**src/rtl/core_pkg.sv**
```systemverilog
// Core-wide types shared by the machine-mode CSR path.
// Provides Xlen, CSR operation codes and mcause values.
package core_pkg;

    localparam int unsigned Xlen = 32;

    typedef enum logic [2:0] {
        OpNone  = 3'd0,
        OpCSRRW = 3'd1,
        OpCSRRS = 3'd2,
        OpCSRRC = 3'd3,
        OpMret  = 3'd4
    } csr_op_e;

    typedef enum logic [3:0] {
        CauseInstrMisaligned = 4'd0,
        CauseInstrFault      = 4'd1,
        CauseIllegalInstr    = 4'd2,
        CauseBreakpoint      = 4'd3,
        CauseEcallM          = 4'd11
    } csr_mcause_e;

endpackage

```
**src/rtl/csr_pkg.sv**
```systemverilog
// CSR issue sequencer state encoding.
// Shared by csr_issue and anything that observes its state.
package csr_pkg;

    typedef enum logic [1:0] {
        StIdle  = 2'd0,
        StDrain = 2'd1,
        StIssue = 2'd2,
        StResp  = 2'd3
    } csr_issue_state_e;

endpackage

```
**src/rtl/sat_counter.sv**
```systemverilog
// Saturating up-counter with synchronous clear.
// Only built when CSR_ISSUE_STALL_CNT_EN is defined.
`ifdef CSR_ISSUE_STALL_CNT_EN
module sat_counter #(
    parameter int unsigned Width = 32
) (
    input  logic             clk_i,
    input  logic             rst_i,
    input  logic             inc_i,
    input  logic             clr_i,
    output logic [Width-1:0] cnt_o
);

    logic [Width-1:0] cnt_q;

    // Count up on inc_i, stick at all-ones.
    always_ff @(posedge clk_i or posedge rst_i) begin
        if (rst_i) begin
            cnt_q <= '0;
        end else if (clr_i) begin
            cnt_q <= '0;
        end else if (inc_i && (cnt_q != '1)) begin
            cnt_q <= cnt_q + Width'(1);
        end
    end

    assign cnt_o = cnt_q;

endmodule
`endif

```
**src/rtl/csr_issue.sv**
```systemverilog
// Serializing initiator for machine-mode CSR, MRET and trap requests.
// Optional drain-stall counter: define CSR_ISSUE_STALL_CNT_EN.
module csr_issue
    import core_pkg::*;
    import csr_pkg::*;
#(
    parameter int unsigned StallCntW    = 32,
    parameter int unsigned NextPcOffset = 4
) (
    input  logic                 clk_i,
    input  logic                 rst_i,
    input  logic                 req_valid_i,
    output logic                 req_ready_o,
    input  csr_op_e              req_op_i,
    input  logic [11:0]          req_addr_i,
    input  logic [Xlen-1:0]      req_rs1_i,
    input  logic [4:0]           req_rd_i,
    input  logic [Xlen-1:0]      req_pc_i,
    input  logic                 req_expt_valid_i,
    input  csr_mcause_e          req_expt_cause_i,
    input  logic [Xlen-1:0]      req_expt_value_i,
    input  logic                 pipe_empty_i,
    input  logic                 kill_i,
    output logic                 csr_valid_o,
    output csr_op_e              csr_op_o,
    output logic [11:0]          csr_addr_o,
    output logic [Xlen-1:0]      csr_rs1_o,
    output logic [Xlen-1:0]      csr_pc_o,
    output logic                 csr_expt_valid_o,
    output csr_mcause_e          csr_expt_cause_o,
    output logic [Xlen-1:0]      csr_expt_value_o,
    input  logic [Xlen-1:0]      csr_rdata_i,
    input  logic                 csr_trap_i,
    input  logic [Xlen-1:0]      csr_trap_vector_i,
    output logic                 wb_valid_o,
    output logic [4:0]           wb_rd_o,
    output logic [Xlen-1:0]      wb_data_o,
    output logic                 redirect_valid_o,
    output logic [Xlen-1:0]      redirect_pc_o,
    output logic [StallCntW-1:0] stall_cnt_o
);

    csr_issue_state_e state_q, state_d;

    csr_op_e          op_q;
    logic [11:0]      addr_q;
    logic [Xlen-1:0]  rs1_q;
    logic [4:0]       rd_q;
    logic [Xlen-1:0]  pc_q;
    logic             ev_q;
    csr_mcause_e      ec_q;
    logic [Xlen-1:0]  eval_q;

    logic             wb_valid_q;
    logic [4:0]       wb_rd_q;
    logic [Xlen-1:0]  wb_data_q;
    logic             redir_valid_q;
    logic [Xlen-1:0]  redir_pc_q;

    logic             is_rw;
    logic             wb_en;
    logic [Xlen-1:0]  next_pc;

    // State register.
    always_ff @(posedge clk_i or posedge rst_i) begin
        if (rst_i) begin
            state_q <= StIdle;
        end else begin
            state_q <= state_d;
        end
    end

    // Next state: kill beats pipe_empty in DRAIN, ISSUE is committed.
    always_comb begin
        state_d = state_q;
        unique case (state_q)
            StIdle:  if (req_valid_i) state_d = StDrain;
            StDrain: begin
                if (kill_i) begin
                    state_d = StIdle;
                end else if (pipe_empty_i) begin
                    state_d = StIssue;
                end
            end
            StIssue: state_d = StResp;
            StResp:  state_d = StIdle;
            default: state_d = StIdle;
        endcase
    end

    // Capture the request on accept; held until the next accept.
    always_ff @(posedge clk_i or posedge rst_i) begin
        if (rst_i) begin
            op_q   <= OpNone;
            addr_q <= '0;
            rs1_q  <= '0;
            rd_q   <= '0;
            pc_q   <= '0;
            ev_q   <= 1'b0;
            ec_q   <= CauseInstrMisaligned;
            eval_q <= '0;
        end else if ((state_q == StIdle) && req_valid_i) begin
            op_q   <= req_op_i;
            addr_q <= req_addr_i;
            rs1_q  <= req_rs1_i;
            rd_q   <= req_rd_i;
            pc_q   <= req_pc_i;
            ev_q   <= req_expt_valid_i;
            ec_q   <= req_expt_cause_i;
            eval_q <= req_expt_value_i;
        end
    end

    // Only the Zicsr read-modify-write ops return an old value.
    always_comb begin
        is_rw = 1'b0;
        unique case (op_q)
            OpCSRRW, OpCSRRS, OpCSRRC: is_rw = 1'b1;
            default:                   is_rw = 1'b0;
        endcase
    end

    assign wb_en   = !csr_trap_i && is_rw && (rd_q != 5'd0);
    assign next_pc = pc_q + Xlen'(NextPcOffset);

    // Latch the CSR file response in ISSUE; it lives for RESP only.
    always_ff @(posedge clk_i or posedge rst_i) begin
        if (rst_i) begin
            wb_valid_q    <= 1'b0;
            wb_rd_q       <= '0;
            wb_data_q     <= '0;
            redir_valid_q <= 1'b0;
            redir_pc_q    <= '0;
        end else if (state_q == StIssue) begin
            wb_valid_q    <= wb_en;
            wb_rd_q       <= rd_q;
            wb_data_q     <= csr_rdata_i;
            redir_valid_q <= 1'b1;
            redir_pc_q    <= csr_trap_i ? csr_trap_vector_i : next_pc;
        end else begin
            wb_valid_q    <= 1'b0;
            wb_rd_q       <= '0;
            wb_data_q     <= '0;
            redir_valid_q <= 1'b0;
            redir_pc_q    <= '0;
        end
    end

    assign req_ready_o      = (state_q == StIdle) && !rst_i;
    assign csr_valid_o      = (state_q == StIssue);
    assign csr_op_o         = op_q;
    assign csr_addr_o       = addr_q;
    assign csr_rs1_o        = rs1_q;
    assign csr_pc_o         = pc_q;
    assign csr_expt_valid_o = ev_q;
    assign csr_expt_cause_o = ec_q;
    assign csr_expt_value_o = eval_q;

    assign wb_valid_o       = wb_valid_q;
    assign wb_rd_o          = wb_rd_q;
    assign wb_data_o        = wb_data_q;
    assign redirect_valid_o = redir_valid_q;
    assign redirect_pc_o    = redir_pc_q;

`ifdef CSR_ISSUE_STALL_CNT_EN
    logic stall_inc;

    assign stall_inc = (state_q == StDrain) && !pipe_empty_i && !kill_i;

    sat_counter #(
        .Width (StallCntW)
    ) u_stall_cnt (
        .clk_i (clk_i),
        .rst_i (rst_i),
        .inc_i (stall_inc),
        .clr_i (1'b0),
        .cnt_o (stall_cnt_o)
    );
`else
    assign stall_cnt_o = '0;
`endif

endmodule

```
**config.mk**
```make
export PLATFORM = sky130hd
export DESIGN_NAME = csr_issue
export DESIGN_NICKNAME = d
export VERILOG_FILES = /design/src/rtl/core_pkg.sv /design/src/rtl/csr_pkg.sv /design/src/rtl/sat_counter.sv /design/src/rtl/csr_issue.sv
export SDC_FILE = /design/constraint.sdc
export NUM_CORES = 1
export LEC_CHECK = 0
export ABC_AREA = 1
export CAP_MARGIN = 20
export CORE_MARGIN = 8
export CORE_UTILIZATION = 30
export CTS_CLUSTER_SIZE = 16
export DETAILED_ROUTE_END_ITERATION = 6
export GPL_TIMING_DRIVEN = 0
export RECOVER_POWER = 50
export SYNTH_ARGS = -nofsm -noshare
export SYNTH_HDL_FRONTEND = slang
export SYNTH_SLANG_ARGS = --single-unit
```
**constraint.sdc**
```tcl
create_clock -name clk_i -period 9.4 [get_ports clk_i]
set_input_delay 2.82 -clock clk_i [delete_from_list [all_inputs] [get_ports clk_i]]
set_output_delay 2.82 -clock clk_i [all_outputs]
set_load 0.01 [all_outputs]
```
After elaboration in Yosys (flattened, before gate mapping)
Index checks and enable logic that the tools add are counted.
Cells by class
  add/subtract/negate cells: 1
  eq/ne operators: 8
  muxes and demuxes: 11
  reduce and logical (&&, ||, !) cells: 10
Operators by type and width (count)
  2-to-1 mux 32 bit: 3
  adder 32 x 3 -> 32 bit (second input constant): 1
  case mux 2 bit (4 select lines): 1
  == test 3 x 2 -> 1 bit (second input constant): 2
  2-to-1 mux 2 bit: 3
  2-to-1 mux 5 bit: 1
  nonzero test 5 bit: 1
  == test 2 bit (second input constant): 2
  logical AND 1 bit: 4
  == test 3 x 1 -> 1 bit (second input constant): 1
  2-to-1 mux 1 bit: 3
  inequality test 3 bit (second input constant): 1
  OR reduction 3 bit: 1
  == test 2 x 1 -> 1 bit (second input constant): 1
  logical NOT 1 bit: 2
  logical NOT 2 bit: 1
  inequality test 2 bit (second input constant): 1
  AND reduction 2 bit: 1
Word-level totals
  bits in registers: 194
  output and inout bits: 221
  logic and storage cells: 44

Logic depth before layout (Yosys ltp)
Gate-level depths: netlist of run 1.
  depth after elaboration: 6
  gate-level depth with buffers: 10
  gate-level depth less buffers: 10

Worst setup path before layout of run 1
OpenSTA, ideal clock, no wires.
  kind: input-to-output
  from: input rst_i
  to: output req_ready_o
  arrival: 2.989 ns
  required time: 6.580 ns
  slack: 3.591 ns
  cell stages on the path: 1
  buffers on the path: 0
  cell sequence: nor2_1
On the way
  word-level cells in the longest chain between the ends: 2
RTL lines
  start, declared: line csr_issue.sv:11  | input logic rst_i,
  logical NOT 1 bit: line csr_issue.sv:149  | assign req_ready_o = (state_q == StIdle) && !rst_i;
  logical AND 1 bit: line csr_issue.sv:149
  end, declared: line csr_issue.sv:13  | output logic req_ready_o,
Every way passes these cells.

Worst setup path in the final report of run 1
Same ends and word-level chain as after synthesis.

==> results.py, run 1 <==
metrics = {
    "yosys": {
        "syn_area_mm2": 0.00836,
        "synthCells": 788,
        "synth_edf_count": 0,
        "async_reset_ff_share_pct": 100,
        "synth_seq_cells": 194,
        "ys_types": 30,
        "yosysTopAreaCellShare_pct": 58.1,
        "ys_seq_area_share_pct": 58.1,
        "synth_top_cell_by_area": "dfrtp_1",
        "synth_area_leaders": "dfrtp_1, mux2_2, nor2_1",
        "yosysMostFrequentCell": "dfrtp_1",
        "synthTopCellsByCount": "dfrtp_1, nor2_1, nand2_1, inv_1, mux2_2",
        "synth_area_per_cell_um2": 10.6,
        "ys.flop_type": "dfrtp_1",
        "yosysWarnings": 0,
    },
    "hold_path": {
        "hold_class": "flip-flop to flip-flop",
        "min-delay-start": "csr_addr_o[2]",
    },
    "die": {
        "die_w_um": 183,
        "io_pins": 412,
        "start_util_pct": 30.2,
        "die_height_um": 183,
        "rows": 61,
        "die_area_mm2": 0.0334,
        "core_mm2": 0.0276,
    },
    "grt": {
        "antenna_found_initial": 0,
        "grt_pass1_wl_um": 45000,
        "grt_pass1_vias": 7182,
        "overflow": 0,
        "grtUsageTotal_pct": 17.9,
        "grt_max_degree": 109,
    },
    "layout": {
        "finalNetCount": 1410,
        "finalNonFillerCells": 1609,
        "area_growth_pct": 57.6,
        "post_route_cells_drive_above_1_share_pct": 11.9,
        "diodes": 0,
    },
    "drt": {
        "wl_per_cell_um": 18.7,
        "drt-total-wl_um": 30000,
        "via_per_inst": 4.29,
        "drt_iter0_drc": 336,
        "drc": 0,
        "dr.pass1.iters": 4,
        "vias": 6896,
        "ant_nets": 0,
    },
    "timing": {
        "min_period_over_period_pct": 73.5,
        "rsz0062_at_grt": "no",
        "worst_pin_slew_ps": 4110,
        "finalSetupTns_ps": 0,
        "setup_viol": 0,
        "max_freq_ghz": 0.145,
        "finalHoldViolations": 0,
        "min_period_ps": 6910,
        "maxSlewHeadroom_pct": -175,
        "hold_slack_ps": 492,
        "finClkSkew_ps": 17.1,
        "slew_violations": 87,
    },
    "cts": {
        "cts_tree": "built",
        "cts_htree_levels": 4,
        "cts_buffer_depth": 2,
        "cts_root_buf": "clkbuf_16",
        "clk_latency_ps": 440,
        "cts_resized": 0,
        "cts_setup_buffers": 0,
        "cts_sinks": 194,
        "path_clk_slew_ps": 80,
        "cts_made_buffers": 17,
        "hold_buffers": 0,
    },
    "worst_setup_path": {
        "cp_max_fo": 2,
        "cp.arrival_ps": 4090,
        "r2r-start": "state_q[0]",
        "crit_path_end_kind": "output port",
        "crit_required_ps": 6580,
        "cp-startpoint": "rst_i",
        "r2r_slack_ps": 6640,
        "path_class": "primary input to output port",
        "cp-start-kind": "primary input",
    },
    "pwr": {
        "power_density_mw_per_mm2": 292,
        "irDropWorstVdd_v": 0.000124,
        "p_leak_nw": 6.08,
    },
    "run": {
        "drv_cap": 1,
    },
    "placement": {
        "gp_congestion": 0.848,
        "dp_hpwl_um": 23900,
        "numPortBuffers": 379,
        "dp_cells": 1577,
    },
    "status": {
        "violations": "max-capacitance violations, max-slew violations",
        "status": "finished, violations left",
    },
}
-- cells by family after synthesis --
family          Yosys count  synth area share (%)
simple gates            273                  13.3
flops                   194                  58.1
buf+inv                 145                  8.72
mux                     100                  14.8
compound gates           66                  4.01
xor+xnor                  8                 0.839
fa+ha+maj                 1                 0.150
other cells               1                0.0449
-- per-layer routing --
layer	share of wire [%]	global-route usage, %
met2	50	30.5
met4	1.1	4.46
met3	9.6	6.96
met1	40	20.9
met5	0	0
-- state kept, by name, summed over array words and instances (netlist names), named ones only --
register	count
csr_expt_value_o	32
csr_pc_o	32
csr_rs1_o	32
redirect_pc_o	32
wb_data_o	32
csr_addr_o	12
rd_q	5
wb_rd_o	5
csr_expt_cause_o	4
csr_op_o	3
csr_expt_valid_o	1
redirect_valid_o	1
state_q	1
wb_valid_o	1
-- cells in the final DEF (no fill, tap or decap), drive strengths merged, types with 2 or more instances in the layout --
master,instances
o22ai,2
clkinv,2
nand3,28
nand2,89
dfrtp,194
o21ai,25
nor2,148
or2,4
inv,93
mux2,100
dlygate4sd3,36
xor2,5
buf,38
clkinvlp,2
a21oi,38
clkdlybuf4s50,343
clkbuf,43
conb,32
xnor2,3
-- per-stage QoR --
step | worst slack [ps] | utilization, % | instance area, um^2 | total power [mW]
after floorplan | 1300 | - | 8470 | 2.22
after global routing | 2450 | 47.7 | 13200 | 4.09
after detailed placement | 2510 | 46.2 | 12800 | 3.26
after CTS | 2500 | 48.3 | 13300 | 4.00
final | 2490 | 47.7 | 13200 | 3.84
after global placement | -1740 | 46.1 | 12700 | 3.24
-- final timing paths --
check | cells after the start | endpoint
max | 3 | req_ready_o
min | 1 | csr_addr_o[2]
max reg2reg | 6 | csr_pc_o[18]
min reg2reg | 1 | csr_addr_o[2]
max in group asynchronous | 2 | redirect_pc_o[21]
min in group asynchronous | 2 | csr_addr_o[9]
-- area by class of cell --
type / count / area, um^2
Sequential cell: 194 / 4850
Clock inverter: 12 / 108
Clock buffer: 20 / 457
Fill cell: 2709 / 14500
Multi-Input combinational cell: 480 / 2790
Timing Repair Buffer: 380 / 3820
Tap cell: 378 / 473
Inverter: 85 / 320
Buffer: 60 / 350
-- power breakdown --
group          total (mW)  internal, mW  switching [mW]
combinational        1.72         0.933           0.791
clock               0.725         0.365           0.360
sequential           1.39          1.17           0.223
-- critical path, stage by stage --
cell and delay [ps]:
dlygate4sd3_1 560, nor2_1 130, clkdlybuf4s50_1 580
Power figures use the tool's default switching activity.
==> run 2, diff against run 1 <==
clock period = 6.2 ns   (was 9.4 ns; I/O delays follow)
==> run 2 against run 1 <==
  * The run still ends with max-capacitance violations, max-slew violations left
  * Flip-flop and latch count is the same
  * Global-route usage shrank 0.056 points
  * Die area is the same
  * Count of clock-buffer cells in the layout shrank 2
  * Cell count grew 0.25%
  * Wire length grew 1.2%
  * Non-clock buffer count grew 4
  * Clock skew shrank 3.0 ps
  * Power grew 53%
  * Design area grew 0.35%
  * Via count shrank 0.75%
  * Register-to-register slack lost 3200 ps
  * Critical path type unchanged
  * Largest cell class unchanged
  * Largest power group unchanged
==> results.py, run 2 (synthesis gave the netlist of run 1 again) <==
metrics = {
    "cts": {
        "cts_setup_buffers": 0,
        "cts_resized": 0,
        "clk_latency_ps": 440,
        "cts_made_buffers": 17,
        "cts_root_buf": "clkbuf_16",
        "cts_tree": "built",
        "cts_buffer_depth": 2,
        "hold_buffers": 0,
        "cts_sinks": 194,
        "cts_htree_levels": 4,
        "path_clk_slew_ps": 70,
    },
    "pwr": {
        "clkPwrFrac_pct": 19.1,
        "power_density_mw_per_mm2": 444,
        "net-switching-power_mw": 2.13,
        "power.internal_mw": 3.73,
        "irDropWorstVdd_v": 0.000210,
        "p_leak_nw": 6.10,
        "total_power_mw": 5.86,
        "combPwrFrac_pct": 44.7,
        "sw_frac_of_total_pct": 36.4,
        "pwr-share-seq_pct": 36.2,
    },
    "worst_setup_path": {
        "reg2reg_depth": 6,
        "crit_path_end_kind": "output port",
        "crit_cells": 3,
        "reg2reg_to": "csr_pc_o[22]",
        "cp_top_family": "buffers and inverters",
        "critPathBufInv": 2,
        "path_cells": "dlygate4sd3_1 -> nor2_1 -> clkdlybuf4s50_1",
        "cp-endpoint": "req_ready_o",
        "cp_max_fo": 2,
        "r2r_slack_ps": 3460,
        "cp.arrival_ps": 3140,
        "cp-startpoint": "rst_i",
        "r2r-start": "state_q[0]",
        "cp-start-kind": "primary input",
        "path_class": "primary input to output port",
        "slowest_stage": "dlygate4sd3_1",
        "cpPeakStageDelay_ps": 600,
        "crit_required_ps": 4340,
    },
    "drt": {
        "m1WireLength_um": 12000,
        "top_layer": "met4",
        "wl_met2_um": 15200,
        "drt-total-wl_um": 30400,
        "vias": 6844,
        "via_per_inst": 4.24,
        "drc": 0,
        "met3WireLength_um": 2820,
        "ant_nets": 0,
        "wl_per_cell_um": 18.8,
        "dr.pass1.iters": 4,
        "drt_iter0_drc": 273,
    },
    "timing": {
        "slew_violations": 75,
        "worst_pin_slew_ps": 2230,
        "min_period_over_period_pct": 80.6,
        "maxSlewHeadroom_pct": -48.6,
        "rsz0062_at_grt": "no",
        "max_freq_ghz": 0.200,
        "setup_viol": 0,
        "finalSetupTns_ps": 0,
        "min_period_ps": 5000,
        "finalHoldViolations": 0,
        "finClkSkew_ps": 14.1,
    },
    "placement": {
        "gp_congestion": 0.820,
        "dp_cells": 1581,
        "place_area_mm2": 0.0128,
        "numPortBuffers": 379,
        "dp_hpwl_um": 24400,
    },
    "die": {
        "core_mm2": 0.0276,
        "rows": 61,
        "die_w_um": 183,
        "start_util_pct": 30.2,
        "io_pins": 412,
        "die_area_mm2": 0.0334,
        "die_height_um": 183,
    },
    "grt": {
        "grt_pass1_vias": 7234,
        "grt_pass1_wl_um": 45100,
        "antenna_found_initial": 0,
        "grt_max_degree": 41,
        "grtUsageTotal_pct": 17.8,
        "overflow": 0,
    },
    "status": {
        "status": "finished, violations left",
        "violations": "max-capacitance violations, max-slew violations",
    },
    "layout": {
        "area_growth_pct": 58.2,
        "final_cell_mix": "clkdlybuf4s50_1, dfrtp_1, nor2_1, nand2_1, inv_1",
        "stdcell_area_mm2": 0.0132,
        "regArea_mm2": 0.00485,
        "nFillCells": 2660,
        "diodes": 0,
        "final_common_cell": "clkdlybuf4s50_1",
        "finalNetCount": 1414,
        "finalNonFillerCells": 1613,
        "multi_input_area_mm2": 0.00279,
        "post_route_cells_drive_above_1_share_pct": 12.0,
    },
    "run": {
        "drv_cap": 2,
    },
    "hold_path": {
        "hold_class": "flip-flop to flip-flop",
    },
}
-- run 2: cell types whose count changed in the layout (fill, tap and decap cells not counted), sizes merged --
cell / previous run / this run
clkinvlp: 2 / 1
buf: 38 / 40
clkinv: 2 / 5
-- run 2: area by class of cell --
type,count,share of cell area [%]
Multi-Input combinational cell,480,21.1
Clock inverter,14,1.19
Tap cell,378,3.58
Clock buffer,18,3.25
Buffer,60,2.65
Sequential cell,194,36.7
Inverter,85,2.42
Timing Repair Buffer,384,29.1
-- run 2: layer usage --
metal | GRT usage (%) | vias to the layer above
met5 | 0 | -
met4 | 4.85 | 0
met3 | 6.05 | 24
met2 | 31.0 | 253
met1 | 20.7 | 3273
li1 | - | 3294
-- run 2: how the worst min path moves through the flow --
stage | from | endpoint | slack, ps | cells after the start
after detailed placement | csr_rs1_o[5] | csr_rs1_o[5] | 480 | 1
final | csr_rs1_o[22] | csr_rs1_o[22] | 490 | 1
after floorplan | rd_q[4] | wb_rd_o[4] | 470 | 2
after CTS | csr_rs1_o[4] | csr_rs1_o[4] | 500 | 1
after global placement | csr_rs1_o[4] | csr_rs1_o[4] | 470 | 1
after global routing | csr_rs1_o[22] | csr_rs1_o[22] | 510 | 1
-- run 2: power groups by stage --
stage / logic [mW] / clock network [mW] / registers (mW)
final: 2.62 / 1.12 / 2.12
after global routing: 2.83 / 1.20 / 2.19
after CTS: 2.81 / 1.16 / 2.13
after detailed placement: 2.79 / 0 / 2.15
after global placement: 2.77 / 0 / 2.14
after floorplan: 1.05 / 0 / 2.31
-- run 2: metrics by stage --
stage	utilization (%)	worst slack (ps)	hold WS [ps]
after detailed placement	46.5	1290	484
after floorplan	-	1840	472
after global routing	47.8	891	509
after global placement	46.1	33.3	474
final	47.8	1200	491
after CTS	48.6	1280	499
